===== src/rtl/priority_ni_fifo_rdctrl_pkg.sv =====
// Flit format and read-controller state encoding for the priority NI FIFO path.
// The write controller imports this package too, so both sides agree on flit layout.
package priority_ni_fifo_rdctrl_pkg;

  localparam int unsigned FLIT_W   = 16;
  localparam int unsigned TYPE_W   = 3;
  localparam int unsigned SRC_W    = 4;
  localparam int unsigned NUM_W    = 4;
  localparam int unsigned ERR_W    = 8;
  localparam int unsigned TMO_W    = 8;

  localparam int unsigned TYPE_MSB = 15;
  localparam int unsigned TYPE_LSB = 13;
  localparam int unsigned SRC_MSB  = 7;
  localparam int unsigned SRC_LSB  = 4;
  localparam int unsigned NUM_MSB  = 3;
  localparam int unsigned NUM_LSB  = 0;

  typedef logic [FLIT_W-1:0] flit_t;
  typedef logic [TYPE_W-1:0] flit_type_t;

  localparam flit_type_t FLIT_HEAD = 3'b001;
  localparam flit_type_t FLIT_TAIL = 3'b110;

  typedef enum logic [2:0] {
    ST_IDLE      = 3'd0,
    ST_HEAD_CHK  = 3'd1,
    ST_TAIL_WAIT = 3'd2,
    ST_TAIL_CHK  = 3'd3,
    ST_DELIVER   = 3'd4
  } rd_state_e;

  typedef struct packed {
    logic [SRC_W-1:0] src;
    logic [NUM_W-1:0] num;
  } irq_info_t;

  function automatic flit_type_t flit_type(input flit_t flit);
    return flit[TYPE_MSB:TYPE_LSB];
  endfunction

  function automatic irq_info_t head_info(input flit_t flit);
    irq_info_t info;
    info.src = flit[SRC_MSB:SRC_LSB];
    info.num = flit[NUM_MSB:NUM_LSB];
    return info;
  endfunction

  // Builders for the write side; unused header bits are sent as zero.
  function automatic flit_t make_head(input logic [SRC_W-1:0] src,
                                      input logic [NUM_W-1:0] num);
    return {FLIT_HEAD, 5'd0, src, num};
  endfunction

  function automatic flit_t make_tail();
    return {FLIT_TAIL, 13'd0};
  endfunction

endpackage


===== src/rtl/priority_ni_fifo_rdctrl_if.sv =====
// FIFO read port plus interrupt delivery port of the priority NI read controller.
interface priority_ni_fifo_rdctrl_if;
  import priority_ni_fifo_rdctrl_pkg::*;

  logic                 priorityNI_FIFO_empty;
  logic [FLIT_W-1:0]    priorityFIFO_q;
  logic                 priorityNI_FIFO_rd;
  logic                 irq_valid;
  logic [SRC_W-1:0]     irq_src;
  logic [NUM_W-1:0]     irq_num;
  logic                 irq_ack;
  logic [ERR_W-1:0]     err_cnt;

  // master: the read controller; slave: the FIFO and local core it talks to
  modport master (
    input  priorityNI_FIFO_empty, priorityFIFO_q, irq_ack,
    output priorityNI_FIFO_rd, irq_valid, irq_src, irq_num, err_cnt
  );

  modport slave (
    output priorityNI_FIFO_empty, priorityFIFO_q, irq_ack,
    input  priorityNI_FIFO_rd, irq_valid, irq_src, irq_num, err_cnt
  );

endinterface


===== src/rtl/priority_ni_fifo_rdctrl_sat_cnt8.sv =====
// 8-bit event counter that sticks at all-ones instead of wrapping.
module sat_cnt8
  import priority_ni_fifo_rdctrl_pkg::*;
(
  input  logic             clk,
  input  logic             rst_n,
  input  logic             inc_i,
  output logic [ERR_W-1:0] cnt_o
);

  logic [ERR_W-1:0] cnt_q, cnt_d;

  always_comb begin
    cnt_d = cnt_q;
    if (inc_i && (cnt_q != '1)) begin
      cnt_d = cnt_q + 1'b1;
    end
  end

  always_ff @(posedge clk or negedge rst_n) begin
    if (!rst_n) begin
      cnt_q <= '0;
    end else begin
      cnt_q <= cnt_d;
    end
  end

  assign cnt_o = cnt_q;

endmodule


===== src/rtl/priority_ni_fifo_rdctrl.sv =====
// Pops head/tail flit pairs from the priority NI FIFO and presents each
// well-formed packet to the local core as an interrupt with src/vector.
module priority_ni_fifo_rdctrl
  import priority_ni_fifo_rdctrl_pkg::*;
#(
  parameter logic [TMO_W-1:0] TAIL_TIMEOUT = 8'd255
) (
  input  logic                        clk,
  input  logic                        rst_n,
  priority_ni_fifo_rdctrl_if.master   bus
);

  rd_state_e        state_q, state_d;
  irq_info_t        info_q, info_d;
  logic [TMO_W-1:0] tmo_q, tmo_d, tmo_inc;
  logic             rd;
  logic             err_inc;
  flit_type_t       ftype;

  assign ftype   = flit_type(bus.priorityFIFO_q);
  assign tmo_inc = tmo_q + 1'b1;

  always_comb begin
    state_d = state_q;
    info_d  = info_q;
    tmo_d   = '0;
    rd      = 1'b0;
    err_inc = 1'b0;
    unique case (state_q)
      ST_IDLE: begin
        if (!bus.priorityNI_FIFO_empty) begin
          rd      = 1'b1;
          state_d = ST_HEAD_CHK;
        end
      end
      ST_HEAD_CHK: begin
        if (ftype == FLIT_HEAD) begin
          info_d  = head_info(bus.priorityFIFO_q);
          state_d = ST_TAIL_WAIT;
        end else begin
          err_inc = 1'b1;
          state_d = ST_IDLE;
        end
      end
      ST_TAIL_WAIT: begin
        // The timeout fires on the empty cycle that brings the count to
        // TAIL_TIMEOUT, so at most TAIL_TIMEOUT empty cycles are waited.
        if (!bus.priorityNI_FIFO_empty) begin
          rd      = 1'b1;
          state_d = ST_TAIL_CHK;
        end else if (tmo_inc == TAIL_TIMEOUT) begin
          err_inc = 1'b1;
          state_d = ST_IDLE;
        end else begin
          tmo_d   = tmo_inc;
        end
      end
      ST_TAIL_CHK: begin
        if (ftype == FLIT_TAIL) begin
          state_d = ST_DELIVER;
        end else if (ftype == FLIT_HEAD) begin
          err_inc = 1'b1;
          info_d  = head_info(bus.priorityFIFO_q);
          state_d = ST_TAIL_WAIT;
        end else begin
          err_inc = 1'b1;
          state_d = ST_IDLE;
        end
      end
      ST_DELIVER: begin
        if (bus.irq_ack) begin
          state_d = ST_IDLE;
        end
      end
      default: state_d = ST_IDLE;
    endcase
  end

  always_ff @(posedge clk or negedge rst_n) begin
    if (!rst_n) begin
      state_q <= ST_IDLE;
      info_q  <= '0;
      tmo_q   <= '0;
    end else begin
      state_q <= state_d;
      info_q  <= info_d;
      tmo_q   <= tmo_d;
    end
  end

  sat_cnt8 u_err_cnt (
    .clk   (clk),
    .rst_n (rst_n),
    .inc_i (err_inc),
    .cnt_o (bus.err_cnt)
  );

  // The pop strobe is decoded from IDLE, which is also the reset state;
  // masking with rst_n keeps it low while reset holds a non-empty FIFO.
  assign bus.priorityNI_FIFO_rd = rd & rst_n;
  assign bus.irq_valid          = (state_q == ST_DELIVER);
  assign bus.irq_src            = info_q.src;
  assign bus.irq_num            = info_q.num;

  a_rd_not_empty: assert property (@(posedge clk) disable iff (!rst_n)
    bus.priorityNI_FIFO_rd |-> !bus.priorityNI_FIFO_empty);

  a_irq_hold: assert property (@(posedge clk) disable iff (!rst_n)
    (bus.irq_valid && !bus.irq_ack) |=>
      (bus.irq_valid && $stable(bus.irq_src) && $stable(bus.irq_num)));

endmodule


===== src/flat_wrapper.sv =====
// flat-port wrapper written by rule: the top's interface ports become plain ports
module priority_ni_fifo_rdctrl_flat import priority_ni_fifo_rdctrl_pkg::*;
#(
  parameter logic [TMO_W-1:0] TAIL_TIMEOUT = 8'd255
)
  (clk, rst_n, bus_priorityNI_FIFO_empty, bus_priorityFIFO_q, bus_irq_ack, bus_priorityNI_FIFO_rd, bus_irq_valid, bus_irq_src, bus_irq_num, bus_err_cnt);
  priority_ni_fifo_rdctrl_if bus_i ();
  input  logic clk;
  input  logic rst_n;
  input wire logic [$bits(bus_i.priorityNI_FIFO_empty)-1:0] bus_priorityNI_FIFO_empty;
  input wire logic [$bits(bus_i.priorityFIFO_q)-1:0] bus_priorityFIFO_q;
  input wire logic [$bits(bus_i.irq_ack)-1:0] bus_irq_ack;
  output wire logic [$bits(bus_i.priorityNI_FIFO_rd)-1:0] bus_priorityNI_FIFO_rd;
  output wire logic [$bits(bus_i.irq_valid)-1:0] bus_irq_valid;
  output wire logic [$bits(bus_i.irq_src)-1:0] bus_irq_src;
  output wire logic [$bits(bus_i.irq_num)-1:0] bus_irq_num;
  output wire logic [$bits(bus_i.err_cnt)-1:0] bus_err_cnt;
  assign bus_i.priorityNI_FIFO_empty = bus_priorityNI_FIFO_empty;
  assign bus_i.priorityFIFO_q = bus_priorityFIFO_q;
  assign bus_i.irq_ack = bus_irq_ack;
  assign bus_priorityNI_FIFO_rd = bus_i.priorityNI_FIFO_rd;
  assign bus_irq_valid = bus_i.irq_valid;
  assign bus_irq_src = bus_i.irq_src;
  assign bus_irq_num = bus_i.irq_num;
  assign bus_err_cnt = bus_i.err_cnt;
  priority_ni_fifo_rdctrl #(.TAIL_TIMEOUT(TAIL_TIMEOUT)) u_core (.clk(clk), .rst_n(rst_n), .bus(bus_i));
endmodule

===== config.mk =====
export PLATFORM = sky130hd
export DESIGN_NAME = priority_ni_fifo_rdctrl_flat
export DESIGN_NICKNAME = d
export VERILOG_FILES = /design/src/rtl/priority_ni_fifo_rdctrl_pkg.sv /design/src/rtl/priority_ni_fifo_rdctrl_if.sv /design/src/rtl/priority_ni_fifo_rdctrl_sat_cnt8.sv /design/src/rtl/priority_ni_fifo_rdctrl.sv /design/src/flat_wrapper.sv
export SDC_FILE = /design/constraint.sdc
export NUM_CORES = 1
export LEC_CHECK = 0
export BUFFER_PORTS_ARGS = -buffer_cell sky130_fd_sc_hd__buf_2
export CAP_MARGIN = 20
export CORE_ASPECT_RATIO = 1.25
export CORE_MARGIN = 5
export CORE_UTILIZATION = 30
export DETAILED_ROUTE_END_ITERATION = 10
export GPL_TIMING_DRIVEN = 0
export PLACE_DENSITY_LB_ADDON = 0.25
export SLEW_MARGIN = 20
export SYNTH_ARGS = -nofsm -noshare
export SYNTH_HDL_FRONTEND = slang
export SYNTH_HIERARCHICAL = 1
export SYNTH_SLANG_ARGS = --single-unit
export TNS_END_PERCENT = 1

===== constraint.sdc =====
create_clock -name clk -period 3.3 [get_ports clk]
set_input_delay 0.165 -clock clk [delete_from_list [all_inputs] [get_ports clk]]
set_output_delay 0.165 -clock clk [all_outputs]
set_load 0.01 [all_outputs]

* Word-level counts from Yosys, hierarchy flattened *
Cells that the tools add are included.
W data, S select, Z words.

word-level totals
  flip-flop bits (word level) = 27
  bits of input ports = 20
  output and inout port bits = 18

cells by class
  add/subtract/negate cells = 2
  eq/ne operators = 12
  mux-type cells = 20
  bitwise gates (word level) = 1
  reduce and logical (&&, ||, !) cells = 6

operators with widths
  operator               number
  $mux W8                5
  $add A8 B1 Y8 const B  2
  $pmux W8 S2            1
  $mux W3                5
  $pmux W3 S5            1
  $eq A8 B8 Y1 const B   1
  $ne A8 B8 Y1 const B   1
  $eq A3 B1 Y1 const B   2
  $eq A3 B2 Y1 const B   2
  $eq A3 B3 Y1 const B   2
  $mux W1                6
  $ne A2 B2 Y1 const B   3
  $logic_not A3 Y1       1
  $ne A3 B2 Y1 const B   1
  $pmux W1 S3            1
  $reduce_and A3 Y1      1
  $mux W2                1
  $reduce_and A2 Y1      1
  $reduce_bool A2 Y1     1
  $reduce_or A2 Y1       1
  $and A1 B1 Y1          1
  $logic_and A1 B1 Y1    1

* Logic depth before layout (Yosys ltp) *
  word-level depth = 6
  gate-level depth with buffers = 7

* Modules after synthesis *
The synthesis kept the hierarchy.

modules (own cells, without submodules)
  module                   times used  cells each  area an instance (um^2)
  priority_ni_fifo_rdctrl  1           77          928.4
  sat_cnt8                 1           34          407.9

* Least setup slack after synthesis *
Ideal clock, no wire load.

  path type = reg2reg
  start point = register u_core.tmo_q[0]
  end point = register u_core.u_err_cnt.cnt_q[5] (netlist: u_core/u_err_cnt/cnt_o[5])
  library setup time = 0.125 ns
  arrival time = 2.198 ns
  slack = 0.977 ns
  cell stages (with the launch flop) = 8
  path buffers = 0
  period minus slack after synthesis = 2.323 ns
  path through = dfrtp_1 ha_1 xor2_2 nand4_2 o41ai_2 and4_4 nand3_2 mux2_4

between the ends
  cells in the longest elaborated chain, start to end = 6

RTL lines
  what                      RTL line                                RTL
  start: declaration        priority_ni_fifo_rdctrl.sv:15           logic [TMO_W-1:0] tmo_q, tmo_d, tmo_inc;
  start signal: assignment  priority_ni_fifo_rdctrl.sv:87           tmo_q <= tmo_d;
  $add A8 B1 Y8             priority_ni_fifo_rdctrl.sv:21           assign tmo_inc = tmo_q + 1'b1;
  $eq A8 B8 Y1              priority_ni_fifo_rdctrl.sv:51           end else if (tmo_inc == TAIL_TIMEOUT) begin
  $mux W1                   priority_ni_fifo_rdctrl.sv:51
  $mux W1                   priority_ni_fifo_rdctrl.sv:48           if (!bus.priorityNI_FIFO_empty) begin
  $pmux W1 S3               priority_ni_fifo_rdctrl.sv:29           unique case (state_q)
  via u_core.err_inc        priority_ni_fifo_rdctrl.sv:17           logic err_inc;
  $logic_and A1 B1 Y1       priority_ni_fifo_rdctrl_sat_cnt8.sv:15  if (inc_i && (cnt_q != '1)) begin
  end signal: assignment    priority_ni_fifo_rdctrl_sat_cnt8.sv:24  cnt_q <= cnt_d;
  end: declaration          priority_ni_fifo_rdctrl_sat_cnt8.sv:11  logic [ERR_W-1:0] cnt_q, cnt_d;

The timed path passes the listed nets, and every way through them passes these cells.
A chain may end at the register's enable or synchronous reset.

* Worst setup path in the final report *
Ends and elaborated chain as after synthesis.

==> summary.txt <==
Run status
  • Status: complete, no violations

Setup path
  • Setup crit start kind: flop
  • Setup crit end kind: flop
  • Crit path required time: approximately 3.5 ns
  • Worst R2R Start: u_core/tmo_q[0]
  • Critical path class: reg -> reg
  • CP arrival: approximately 2.8 ns
  • Critical path startpoint: u_core/tmo_q[0]
  • CP Max Fanout: 5

Clocking
  • Post-CTS Setup Bufs: 0
  • H-tree levels: 1
  • Clock Path Buffers: 2
  • Worst-path clk slew: about 0.10 ns
  • TritonCTS clock tree: built
  • Num CTS Buffers: 3
  • Root Driver: clkbuf_8
  • Post-CTS resize count: 0
  • CTS Sinks: 27
  • CTS Hold Bufs: 1
  • Clk Latency, worst-skew pair: roughly 0.28 ns

Logic synthesis
  • Most used flip-flop cell after synthesis: dfrtp_1
  • FFs w/ async S/R, synth: between 90% and 100%
  • Synth Instances: approximately 110
  • Synth warnings: 6
  • Number of synthesized register bits: 27
  • Seq/Total Area, Yosys: 50.6%
  • Synthesized net count: between 100 and 150
  • Cell Area, Synth: ~1300 µm²
  • Cell variety after synth: 38
  • Post-synth EDFFs: 0
  • Syn_area_per_cell: between 10 and 15 µm²

Global routing
  • Vias in the first global route: ~1100
  • Met1 Use GR: roughly an eighth
  • All-Layer GR Usage: between 10% and 20%
  • Initial antenna violation count: 0
  • Busiest grt layer: met2
  • First-pass GRT wire length: ~4900 µm
  • Met2 Use GR: between 10% and 20%
  • Largest net degree at the start of global routing: 29
  • Met3 Track Usage GR: under 10%
  • Remaining global-route overflow: 0

Floorplanning
  • Starting Density: a little under a third
  • Core area: approximately 4400 µm²
  • Die Wd: approximately 70 µm
  • Die height: approximately 85 µm
  • Row cnt: 27
  • I/O pin count: 38
  • Die Area: just under 6000 µm²

Cells and area
  • Post-route cell area: ~1600 µm²
  • Share of cells above drive strength 1: about two fifths
  • Antenna Cells: 0
  • Final #Nets: roughly 170
  • Filler Cell Count: ~430
  • Utilization after layout: between 30% and 40%
  • Layout area overhead: 21.8%

Timing
  • Fin Clk Skew: approximately 0.0055 ns
  • Slew at the pin closest to its max-slew limit: 0.621 ns
  • Final hold vios: 0
  • RSZ-0062 raised after global routing: no
  • Max Slew Vio Count: 0
  • F_max: about 380 MHz
  • Post-route clock period utilization: 79.4%
  • Setup_tns: 0 ns
  • Relative slew slack: between 50% and 60%
  • Setup Viol. Count Final: 0
  • Period minus WS final: about 2.6 ns
  • Worst hold slack: approximately 0.059 ns

Detailed routing
  • Starting DRT DRC Count: 34
  • DR DRC count: 0
  • Via density: slightly below 5
  • DRT antenna net count: 0
  • Post-Route WL: ~2900 µm
  • DR vias: 1000
  • 1st-pass router iterations: 4
  • Drt wl/cell: roughly 14 µm

Min path
  • Worst Hold Class: in -> reg
  • Min-delay src: bus_irq_ack

Power and ir drop
  • Pwr per Cell Area: 533 nW/µm²
  • Pleak: approximately 0.00075 µW
  • VDD IR-drop max: ~0.00037 V
  • Total Power: between 800 and 900 µW

Placement
  • GPL Wtd Cong: 0.695
  • Post-DP HPWL: 2240 µm
  • Port bufs: 32
  • Area post-placement: 1570 µm²

Flow run
  • Max Cap Viol: 0
[worst max-delay path, stage by stage (launching register included)]
cell and delay, ns:
dfrtp_1 0.44, ha_1 0.26, xor2_2 0.24, nand4_2 0.23, o41ai_2 0.60, and4_4 0.36, nand3_2 0.09, mux2_4 0.30
[routing by layer]
| metal | routed length, µm | share of wire (%) |
|---|---|---|
| met1 | 1180 | 41 |
| met2 | 1520 | 53 |
| met3 | 106 | 3.7 |
| met4 | 44 | 1.5 |
| met5 | 0 | 0 |
[worst paths after layout]
| check | cells past startpoint | slack (ns) | end |
|---|---|---|---|
| setup reg to reg | 7 | 0.68 | u_core/u_err_cnt/cnt_o[5] |
| min in group asynchronous | 2 | 0.44 | u_core/bus.irq_src[2] |
| setup / recovery | 7 | 0.68 | u_core/u_err_cnt/cnt_o[5] |
| max in group asynchronous | 2 | 2.46 | u_core/tmo_q[7] |
| hold / removal | 2 | 0.06 | u_core/state_q[2] |
| hold reg to reg | 1 | 0.50 | u_core/state_q[0] |
[state kept, by name, indices dropped and copies added, names as in the netlist]
register	flops
u_core/tmo_q	8
u_core/u_err_cnt/cnt_o	8
u_core/bus.irq_num	4
u_core/bus.irq_src	4
u_core/state_q	3
[cells in the final DEF (no fill, tap or decap), drive strengths merged]
master       synthesis  layout
clkinvlp             0       1
xor2                 5       5
and3                 3       3
o31ai                1       1
and2                 1       1
dlygate4sd3          0       1
nand3                8       8
nor3                 9       9
a21oi                3       3
ha                   3       3
o41ai                2       2
a311oi               1       1
dfrtp               27      27
o21a                 2       2
buf                  1      33
or3                  1       1
nor2                 5       5
nor3b                2       2
and4                 1       1
a21boi               1       1
inv                  3       3
a31oi                3       3
o21ai                1       1
nand2                6       6
a211oi               1       1
o211ai               3       3
xnor2                2       2
a41oi                2       2
clkbuf               0       3
mux2                10      10
nand4                4       4
[layout make-up]
cell class,count,area (µm²),share of cell area (%)
inverter,3,11.3,0.692
clock inverter,1,7.51,0.461
clock buffer,3,41.3,2.54
sequential,27,676,41.5
timing repair buffer,33,170,10.5
multi-input combinational,80,644,39.6
buffer,1,5.00,0.307
tap,58,72.6,4.46
[Yosys cell counts (3+ instances only)]
cell / instances / area, µm²
dfrtp_1: 27 / 676
mux2_2: 8 / 90.1
nor3_1: 8 / 40.0
nand2_1: 6 / 22.5
nand3_1: 6 / 30.0
nor2_1: 5 / 18.8
a21oi_1: 3 / 15.0
a31oi_1: 3 / 18.8
ha_1: 3 / 37.5
inv_1: 3 / 11.3
o211ai_1: 3 / 22.5
xor2_1: 3 / 26.3
[cells by family (layout without fill, tap and decap cells)]
logic type      after synthesis  after routing  synth area share (%)
xor+xnor                      7              7                  5.71
fa+ha+maj                     3              3                  2.81
mux                          10             10                  8.71
flops                        27             27                  50.6
buf+inv                       4             41                  1.22
compound gates               20             20                  12.0
simple gates                 40             40                  19.0
[through the flow]
stage | setup WS, ns | cells
3_5_place_dp | 0.690 | 201
2_1_floorplan | 0.977 | 111
3_3_place_gp | 0.744 | 201
5_1_grt | 0.487 | 206
4_1_cts | 0.680 | 206
6_report | 0.679 | 206
[power breakdown]
group / switching, µW / total (µW) / leakage [µW] / internal [µW]
sequential: 64.1 / 456 / 0.000349 / 392
clock: 107 / 193 / 0.0000217 / 85.8
combinational: 111 / 219 / 0.000380 / 108
(Power assumes the default switching activity.)
